===== src/rtl/general_register_file.sv =====
// -----------------------------------------------------------------------------
// general_register_file
//
// IA-32 general register file (EAX..EDI) with the reg-field decode folded in.
// Each access names a 3-bit register code plus the operand width, the presence
// of a w field and the w bit. These resolve to a register and a byte lane:
// 8-bit (AL..BH), 16-bit (AX..DI) or 32-bit (EAX..EDI).
// The file offers NUM_READ_PORTS registered read ports and one write port.
// The write port merges the selected lane into the target register.
//
// Parameters
//   NUM_READ_PORTS  number of independent read ports (1..4)
//   BYPASS          1: a read that overlaps a same-cycle legal write sees the
//                   merged post-write register; 0: it sees the pre-write value
//   ESP_RESET       reset value of ESP (all other registers reset to 0)
//
// Ports
//   clk, rst        clock, synchronous active-high reset
//   rd_req          per-port read request
//   rd_code         per-port register code, port p at [3p+2:3p]
//   rd_bit_width    per-port one-hot width (01 = 16-bit, 10 = 32-bit)
//   rd_w_in_instr   per-port: instruction carries a w field
//   rd_w            per-port w bit
//   rd_data         per-port read data (zero-extended lane), one cycle later
//   rd_valid        per-port: rd_data produced by a request last cycle
//   rd_err          per-port: that request had an illegal width
//   wr_en           write request
//   wr_code         write register code
//   wr_bit_width    one-hot write width
//   wr_w_in_instr   write instruction carries a w field
//   wr_w            write w bit
//   wr_data         write data, low 8/16/32 bits used
//   wr_err          the write issued last cycle had an illegal width
// -----------------------------------------------------------------------------
module general_register_file #(
   parameter int          NUM_READ_PORTS = 2,
   parameter bit          BYPASS         = 1'b1,
   parameter logic [31:0] ESP_RESET      = 32'h0000_0000
) (
   input  logic                          clk,
   input  logic                          rst,
   input  logic [NUM_READ_PORTS-1:0]     rd_req,
   input  logic [3*NUM_READ_PORTS-1:0]   rd_code,
   input  logic [2*NUM_READ_PORTS-1:0]   rd_bit_width,
   input  logic [NUM_READ_PORTS-1:0]     rd_w_in_instr,
   input  logic [NUM_READ_PORTS-1:0]     rd_w,
   output logic [32*NUM_READ_PORTS-1:0]  rd_data,
   output logic [NUM_READ_PORTS-1:0]     rd_valid,
   output logic [NUM_READ_PORTS-1:0]     rd_err,
   input  logic                          wr_en,
   input  logic [2:0]                    wr_code,
   input  logic [1:0]                    wr_bit_width,
   input  logic                          wr_w_in_instr,
   input  logic                          wr_w,
   input  logic [31:0]                   wr_data,
   output logic                          wr_err
);

   typedef enum logic [1:0] {
      SIZE_8  = 2'd0,
      SIZE_16 = 2'd1,
      SIZE_32 = 2'd2
   } size_e;

   localparam int ESP_INDEX = 4;

   // A cleared w bit forces a byte access; otherwise the one-hot width decides.
   function automatic size_e resolve_size(input logic [1:0] bit_width,
                                          input logic       w_in_instr,
                                          input logic       w);
      size_e size;
      if (w_in_instr && !w)
         size = SIZE_8;
      else if (bit_width == 2'b10)
         size = SIZE_32;
      else
         size = SIZE_16;
      return size;
   endfunction

   // Only the two one-hot encodings are legal, even for byte accesses.
   function automatic logic width_legal(input logic [1:0] bit_width);
      return (bit_width == 2'b01) || (bit_width == 2'b10);
   endfunction

   // Byte codes 4..7 (AH..BH) live in the second byte of registers 0..3.
   function automatic logic [2:0] resolve_index(input logic [2:0] code,
                                                input size_e      size);
      return (size == SIZE_8) ? {1'b0, code[1:0]} : code;
   endfunction

   function automatic logic high_byte(input logic [2:0] code, input size_e size);
      return (size == SIZE_8) && code[2];
   endfunction

   function automatic logic [31:0] extract_lane(input logic [31:0] value,
                                                input size_e       size,
                                                input logic        hi);
      logic [31:0] lane;
      case (size)
         SIZE_32: lane = value;
         SIZE_16: lane = {16'h0, value[15:0]};
         SIZE_8:  lane = hi ? {24'h0, value[15:8]} : {24'h0, value[7:0]};
         default: lane = 32'h0;
      endcase
      return lane;
   endfunction

   function automatic logic [31:0] merge_lane(input logic [31:0] old_value,
                                              input logic [31:0] data,
                                              input size_e       size,
                                              input logic        hi);
      logic [31:0] merged;
      case (size)
         SIZE_32: merged = data;
         SIZE_16: merged = {old_value[31:16], data[15:0]};
         SIZE_8:  merged = hi ? {old_value[31:16], data[7:0], old_value[7:0]}
                              : {old_value[31:8], data[7:0]};
         default: merged = old_value;
      endcase
      return merged;
   endfunction

   logic [31:0] regs [8];

   size_e       wr_size;
   logic        wr_legal;
   logic [2:0]  wr_index;
   logic        wr_high;
   logic [31:0] wr_merged;

   size_e       rd_size  [NUM_READ_PORTS];
   logic [2:0]  rd_index [NUM_READ_PORTS];
   logic [31:0] rd_src   [NUM_READ_PORTS];
   logic [31:0] rd_lane  [NUM_READ_PORTS];
   logic        rd_legal [NUM_READ_PORTS];

   // Write decode: the full merged register value is built here so the
   // register update and the read bypass share one definition of the result.
   always_comb begin
      wr_size   = resolve_size(wr_bit_width, wr_w_in_instr, wr_w);
      wr_legal  = wr_en && width_legal(wr_bit_width);
      wr_index  = resolve_index(wr_code, wr_size);
      wr_high   = high_byte(wr_code, wr_size);
      wr_merged = merge_lane(regs[wr_index], wr_data, wr_size, wr_high);
   end

   // Read decode per port. Bypass compares register indices rather than
   // lanes, so a read of AX sees a same-cycle write of AH.
   always_comb begin
      for (int p = 0; p < NUM_READ_PORTS; p++) begin
         rd_size[p]  = resolve_size(rd_bit_width[2*p +: 2], rd_w_in_instr[p], rd_w[p]);
         rd_index[p] = resolve_index(rd_code[3*p +: 3], rd_size[p]);
         rd_legal[p] = width_legal(rd_bit_width[2*p +: 2]);
         rd_src[p]   = (BYPASS && wr_legal && (wr_index == rd_index[p]))
                       ? wr_merged : regs[rd_index[p]];
         rd_lane[p]  = rd_legal[p]
                       ? extract_lane(rd_src[p], rd_size[p],
                                      high_byte(rd_code[3*p +: 3], rd_size[p]))
                       : 32'h0;
      end
   end

   // Register storage: reset wins over any concurrent write, and an illegal
   // write leaves every register untouched.
   always_ff @(posedge clk) begin
      if (rst) begin
         for (int i = 0; i < 8; i++)
            regs[i] <= (i == ESP_INDEX) ? ESP_RESET : 32'h0;
      end else if (wr_legal) begin
         regs[wr_index] <= wr_merged;
      end
   end

   // Write error flag reports on the cycle after the offending write.
   always_ff @(posedge clk) begin
      if (rst)
         wr_err <= 1'b0;
      else
         wr_err <= wr_en && !width_legal(wr_bit_width);
   end

   // Read result registers: data holds its last value when a port is idle,
   // while valid and error drop back to zero.
   always_ff @(posedge clk) begin
      if (rst) begin
         rd_data  <= '0;
         rd_valid <= '0;
         rd_err   <= '0;
      end else begin
         for (int p = 0; p < NUM_READ_PORTS; p++) begin
            if (rd_req[p]) begin
               rd_data[32*p +: 32] <= rd_lane[p];
               rd_valid[p]         <= 1'b1;
               rd_err[p]           <= !rd_legal[p];
            end else begin
               rd_valid[p]         <= 1'b0;
               rd_err[p]           <= 1'b0;
            end
         end
      end
   end

endmodule


===== config.mk =====
export PLATFORM = sky130hd
export DESIGN_NAME = general_register_file
export DESIGN_NICKNAME = d
export VERILOG_FILES = /design/src/rtl/general_register_file.sv
export SDC_FILE = /design/constraint.sdc
export NUM_CORES = 1
export LEC_CHECK = 0
export CORE_UTILIZATION = 40
export DETAILED_ROUTE_END_ITERATION = 8
export PLACE_DENSITY = 0.54
export SLEW_MARGIN = 20
export SYNTH_ARGS = -nofsm -noshare
export SYNTH_HDL_FRONTEND = slang
export SYNTH_SLANG_ARGS = --single-unit

===== constraint.sdc =====
create_clock -name clk -period 6.35 [get_ports clk]
set_clock_uncertainty 0.15 [all_clocks]
set_input_delay 0.9525 -clock clk [delete_from_list [all_inputs] [get_ports clk]]
set_output_delay 0.9525 -clock clk [all_outputs]
set_load 0.005 [all_outputs]

After elaboration in Yosys (flattened, before gate mapping)
Memories as Yosys holds them, arrays and structs flattened.
Cells that the tools add are included.
{"block": "word_totals", "reg_bits": 69, "ramBits": 256, "output_inout_bits": 69, "wordCells": 77, "mem_count": 1}
{"name": "regs", "depth": 8, "width": 32, "read_ports": 3, "rd_ports_with_merged_regs": 0, "write_ports": 8, "line": "124", "source": "logic [31:0] regs [8];"}
{"block": "op_classes", "n_eq_ne": 14, "n_mux": 29, "bitwise": 2, "n_reduce_logical": 25}
{"cell": "case mux 32 bit (3 select lines)", "count": 3}
{"cell": "2-to-1 mux 32 bit", "count": 5}
{"cell": "OR reduction 32 bit", "count": 1}
{"cell": "2-to-1 mux 16 bit", "count": 1}
{"cell": "2-to-1 mux 8 bit", "count": 2}
{"cell": "equality test 2 x 1 -> 1 bit (second input constant)", "count": 6}
{"cell": "equality test 2 bit (second input constant)", "count": 6}
{"cell": "2-to-1 mux 2 bit", "count": 6}
{"cell": "2-to-1 mux 3 bit", "count": 4}
{"cell": "logical AND 1 bit", "count": 10}
{"cell": "2-to-1 mux 1 bit", "count": 8}
{"cell": "equality test 3 bit", "count": 2}
{"cell": "zero test 1 bit", "count": 6}
{"cell": "zero test 2 bit", "count": 3}
{"cell": "OR reduction 2 bit", "count": 2}
{"cell": "logical OR 1 bit", "count": 3}
{"cell": "NOT 1 bit", "count": 2}

Longest topological paths before layout
An unclocked memory read counts as a cell.
{"block": "logic_depth", "word_depth": 12, "ltp_mapped": 10, "ltp_nobuf": 8}

Worst setup path after synthesis
No wires, ideal clock.
{"block": "synth_path", "kind": "input -> register", "start": "in wr_bit_width[0]", "end": "mem regs[5][0], enable pin", "setup_ps": 394, "t_arrival_ps": 2853, "t_required_ps": 5806, "slack_ps": 2953, "stages": 7, "n_path_buf": 0, "cell_sequence": "inv_1 -> ha_1 -> nand2b_1 -> nor3b_1 -> nor2b_1 -> nand2_1 -> nand2b_1"}
{"element": "start, declared", "line": "52", "source": "input logic [1:0] wr_bit_width,"}
{"element": "end, declared", "line": "124"}

==> results.md <==
* Vias at ~13,000
* WS Path Type: primary input to flip-flop
* Leakage at ~7.6 nW
* Final wirelength at 60,800 µm
* Slew Limit Headroom at 0.2062
* Peak supply drop at 143.4 µV
* Tightest Hold Check Type: flip-flop to flip-flop
* Number of CTS-inserted buffers at 38
* EDFF count, synth at about 260
* Minimum clock period after layout at approximately 4.0 ns
* Cell with the most instances after synthesis: sky130_fd_sc_hd__nor2_1
* Share of layout cells above drive strength 1 at 0.2166
* Clock sink count at 325
* Worst Hold Margin at roughly 0.32 ns
* DR WL/cell at about 29 µm
* Pin count of the biggest net entering global routing at about 50
* Fmax at roughly 250 MHz
* Count of cells resized by post-cts repair at 0
* Vert. Die Dim at around 210 µm
* Net Sw Power at roughly 1.4 mW
* Hold-fix buffer count after cts at 0
* Cell type of the slowest stage on the worst timing path: sky130_fd_sc_hd__clkdlybuf4s50_1
* Synthesized net count at around 1,400
* Final standard cell count with taps included and fillers excluded at between 2,000 and 2,500
* Critical Path End Type: flip-flop
* Most frequent cells after synthesis: 341 x sky130_fd_sc_hd__nor2_1, 256 x sky130_fd_sc_hd__edfxtp_1, 144 x sky130_fd_sc_hd__mux4_2, 112 x sky130_fd_sc_hd__mux2i_1, 69 x sky130_fd_sc_hd__dfxtp_1
* Clock network fraction of total power at 0.413
* Placement row count at 77
* Max H-tree Level at 2
* Status: completed
* Antenna fix cells at 0
* Number of global-route vias before repair at around 13,000
* Number of detailed-routing iterations run before antenna repair at 6
* Top cell type by total area after synthesis: sky130_fd_sc_hd__edfxtp_1
* Total DRC errors in the routed layout at 0
* GPL Wtd Cong at between 0.8 and 0.9
* Post-Synthesis Cell Area at 17,950 µm²
* Total internal power at approximately 4 mW
* Ys flop type: sky130_fd_sc_hd__edfxtp_1
* Critical Path Max Stage Delay at about 0.79 ns
* DIE AREA at 45,740 µm²
* P&R area growth vs syn at 16.43%
* Port buffer count at ~130
* Count of antenna-violating nets left after detailed routing at 0
* Total I/O pin count at approximately 130
* Overall power consumption at 5.428 mW
* Dominant cells by area after synthesis: sky130_fd_sc_hd__edfxtp_1 43%, sky130_fd_sc_hd__mux4_2 18%, sky130_fd_sc_hd__dfxtp_1 7.7%
* Final cell area excluding filler cells at about 21,000 µm²
* Least-Margin Pin Slew at ~1.2 ns
* CTS tree: built
* Switch share at 0.2605
* Core region area at ~44,000 µm²
* Proportion of power drawn by combinational gates at 0.139
* Post-layout nets at 1,513
* Data required time of the critical path at roughly 6.5 ns
* Width of the chip at between 200 and 250 µm
* Pre-CTS setup slack at ~1.8 ns
* Instance area after placement at approximately 20,000 µm²
* Clock transition at the registers of the reported paths at roughly 0.060 ns
* Violation count after the first detailed-route iteration at approximately 1,300
* Total of flip-flops plus latches after synthesis at around 330
* Total Negative Setup Slacks at 0 ns
* Max clock buf depth at 3
* Final HPWL DP at between 30,000 and 40,000 µm
* Global route total overflow at 0
* Starting utilization of the core area at 0.4060
* Fraction of the cycle the final worst path needs at 0.6240
* DR vias/cell at approximately 6.1
* Distinct cell type count after synthesis at 45
* Sequential Power Share at 0.447
* Power per Cell Area at approximately 260 nW/µm²
* All-layer global routing usage at 0.2712
* Hold violation total from the final report at 0
* Clk_lat worst skew at approximately 0.56 ns
* RSZ-0062 raised after global routing: no
* Data arrival, critical path at 4.09 ns
* Critical-path maximum fanout at 20
* Final slew viol count at 0
* Final setup violation count at 0
* Ys Warns at 0
* Root Buffer Master: sky130_fd_sc_hd__clkbuf_16
* Area share of the largest cell type after synthesis at 0.4282
* Final Util at 0.4727
* Average cell area after synthesis at roughly 13 µm²
* Crit start category: primary input
* Number of antenna violations at the first check in global routing at 0
* Seq/Total Area, Yosys at 0.5051
* Post-synth ARST share at 0
* Number of buffers inserted by post-CTS setup repair at 0
* Synthesized netlist cell count at 1,360
* Cell-by-cell listing of the critical path: clkdlybuf4s50_1 -> inv_2 -> nor2_4 -> buf_4 -> mux4_2 -> mux2i_1 -> a21o_1 -> nor2_1
* Minimum setup slack in the final design at 2.388 ns
* Cell total after placement at about 2,000
* Wire length of the first global-routing pass at 87,800 µm
* Max-Cap Viols at 0
[routing by layer]
| metal | track usage | up-vias | wire [µm] | part of all wire |
|---|---|---|---|---|
| met5 | 0 | - | 0 | 0 |
| met1 | 0.3644 | 6573 | 24980 | 0.41 |
| met3 | 0.04467 | 123 | 4477 | 0.074 |
| met4 | 0.08842 | 0 | 1769 | 0.029 |
| li1 | - | 5452 | - | - |
| met2 | 0.4478 | 574 | 29570 | 0.49 |
[state kept, by name, indices dropped and copies added (netlist names)]
signal    cells
rd_data      64
rd_err        2
wr_err        1
regs        256
rd_valid      2
[final timing paths]
check                   start          end  slack [ns]  cells past startpoint
setup reg to reg  regs[3][15]   rd_data[7]        3.84                      6
hold reg to reg    rd_data[0]   rd_data[0]        0.32                      2
setup / recovery   wr_code[2]  regs[2][21]        2.39                      8
hold / removal     rd_data[0]   rd_data[0]        0.32                      2
[critical path: cells and delay by family]
| kind | cells | cell delay, ns |
|---|---|---|
| AO/OA/AOI/OAI | 1 | 0.32 |
| buffers and inverters | 3 | 1.55 |
| multiplexers | 2 | 0.59 |
| AND/OR/NAND/NOR | 2 | 0.66 |
[logic make-up after synthesis]
family | Yosys count | share of synthesized area
buffers and inverters | 117 | 0.03582
AND/OR/NAND/NOR | 435 | 0.1051
multiplexers | 296 | 0.2707
flip-flops | 325 | 0.5051
XOR/XNOR | 4 | 0.001951
adder cells (fa/ha/maj) | 3 | 0.002091
AO/OA/AOI/OAI | 180 | 0.07923
[layout by cell type, fill, tap and decap left out, types with 5 or more instances in the layout]
| cell type | count |
|---|---|
| sky130_fd_sc_hd__nand2b_1 | 19 |
| sky130_fd_sc_hd__clkbuf_16 | 39 |
| sky130_fd_sc_hd__nor2b_1 | 23 |
| sky130_fd_sc_hd__clkbuf_8 | 5 |
| sky130_fd_sc_hd__dfxtp_1 | 69 |
| sky130_fd_sc_hd__clkbuf_1 | 10 |
| sky130_fd_sc_hd__nand2b_2 | 8 |
| sky130_fd_sc_hd__a21o_1 | 16 |
| sky130_fd_sc_hd__a21oi_1 | 56 |
| sky130_fd_sc_hd__mux2_2 | 32 |
| sky130_fd_sc_hd__o2bb2ai_2 | 5 |
| sky130_fd_sc_hd__nand2_1 | 18 |
| sky130_fd_sc_hd__mux4_2 | 144 |
| sky130_fd_sc_hd__clkdlybuf4s50_1 | 119 |
| sky130_fd_sc_hd__mux2i_2 | 5 |
| sky130_fd_sc_hd__a221o_1 | 48 |
| sky130_fd_sc_hd__o221ai_1 | 32 |
| sky130_fd_sc_hd__edfxtp_1 | 256 |
| sky130_fd_sc_hd__nor2_1 | 337 |
| sky130_fd_sc_hd__mux2i_1 | 112 |
| sky130_fd_sc_hd__nand3_2 | 6 |
| sky130_fd_sc_hd__a22oi_1 | 16 |
| sky130_fd_sc_hd__buf_4 | 40 |
[power groups by stage]
stage / combinational (mW) / clock [mW] / sequential (mW)
after floorplan: 0.489 / 0 / 2.46
after global placement: 0.751 / 0 / 2.47
after detailed placement: 0.752 / 0 / 2.47
after CTS: 0.754 / 2.28 / 2.43
after global routing: 0.798 / 2.36 / 2.44
final: 0.755 / 2.24 / 2.43
[layout make-up]
cell class / count / area, µm²
Sequential cell: 325 / 9069
Fill cell: 3958 / 23320
Tap cell: 592 / 740.7
Timing Repair Buffer: 163 / 1511
Clock buffer: 55 / 1087
Clock inverter: 15 / 168.9
Inverter: 6 / 22.52
Multi-Input combinational cell: 918 / 8305
Note: power is estimated with default switching activity, not from simulation.
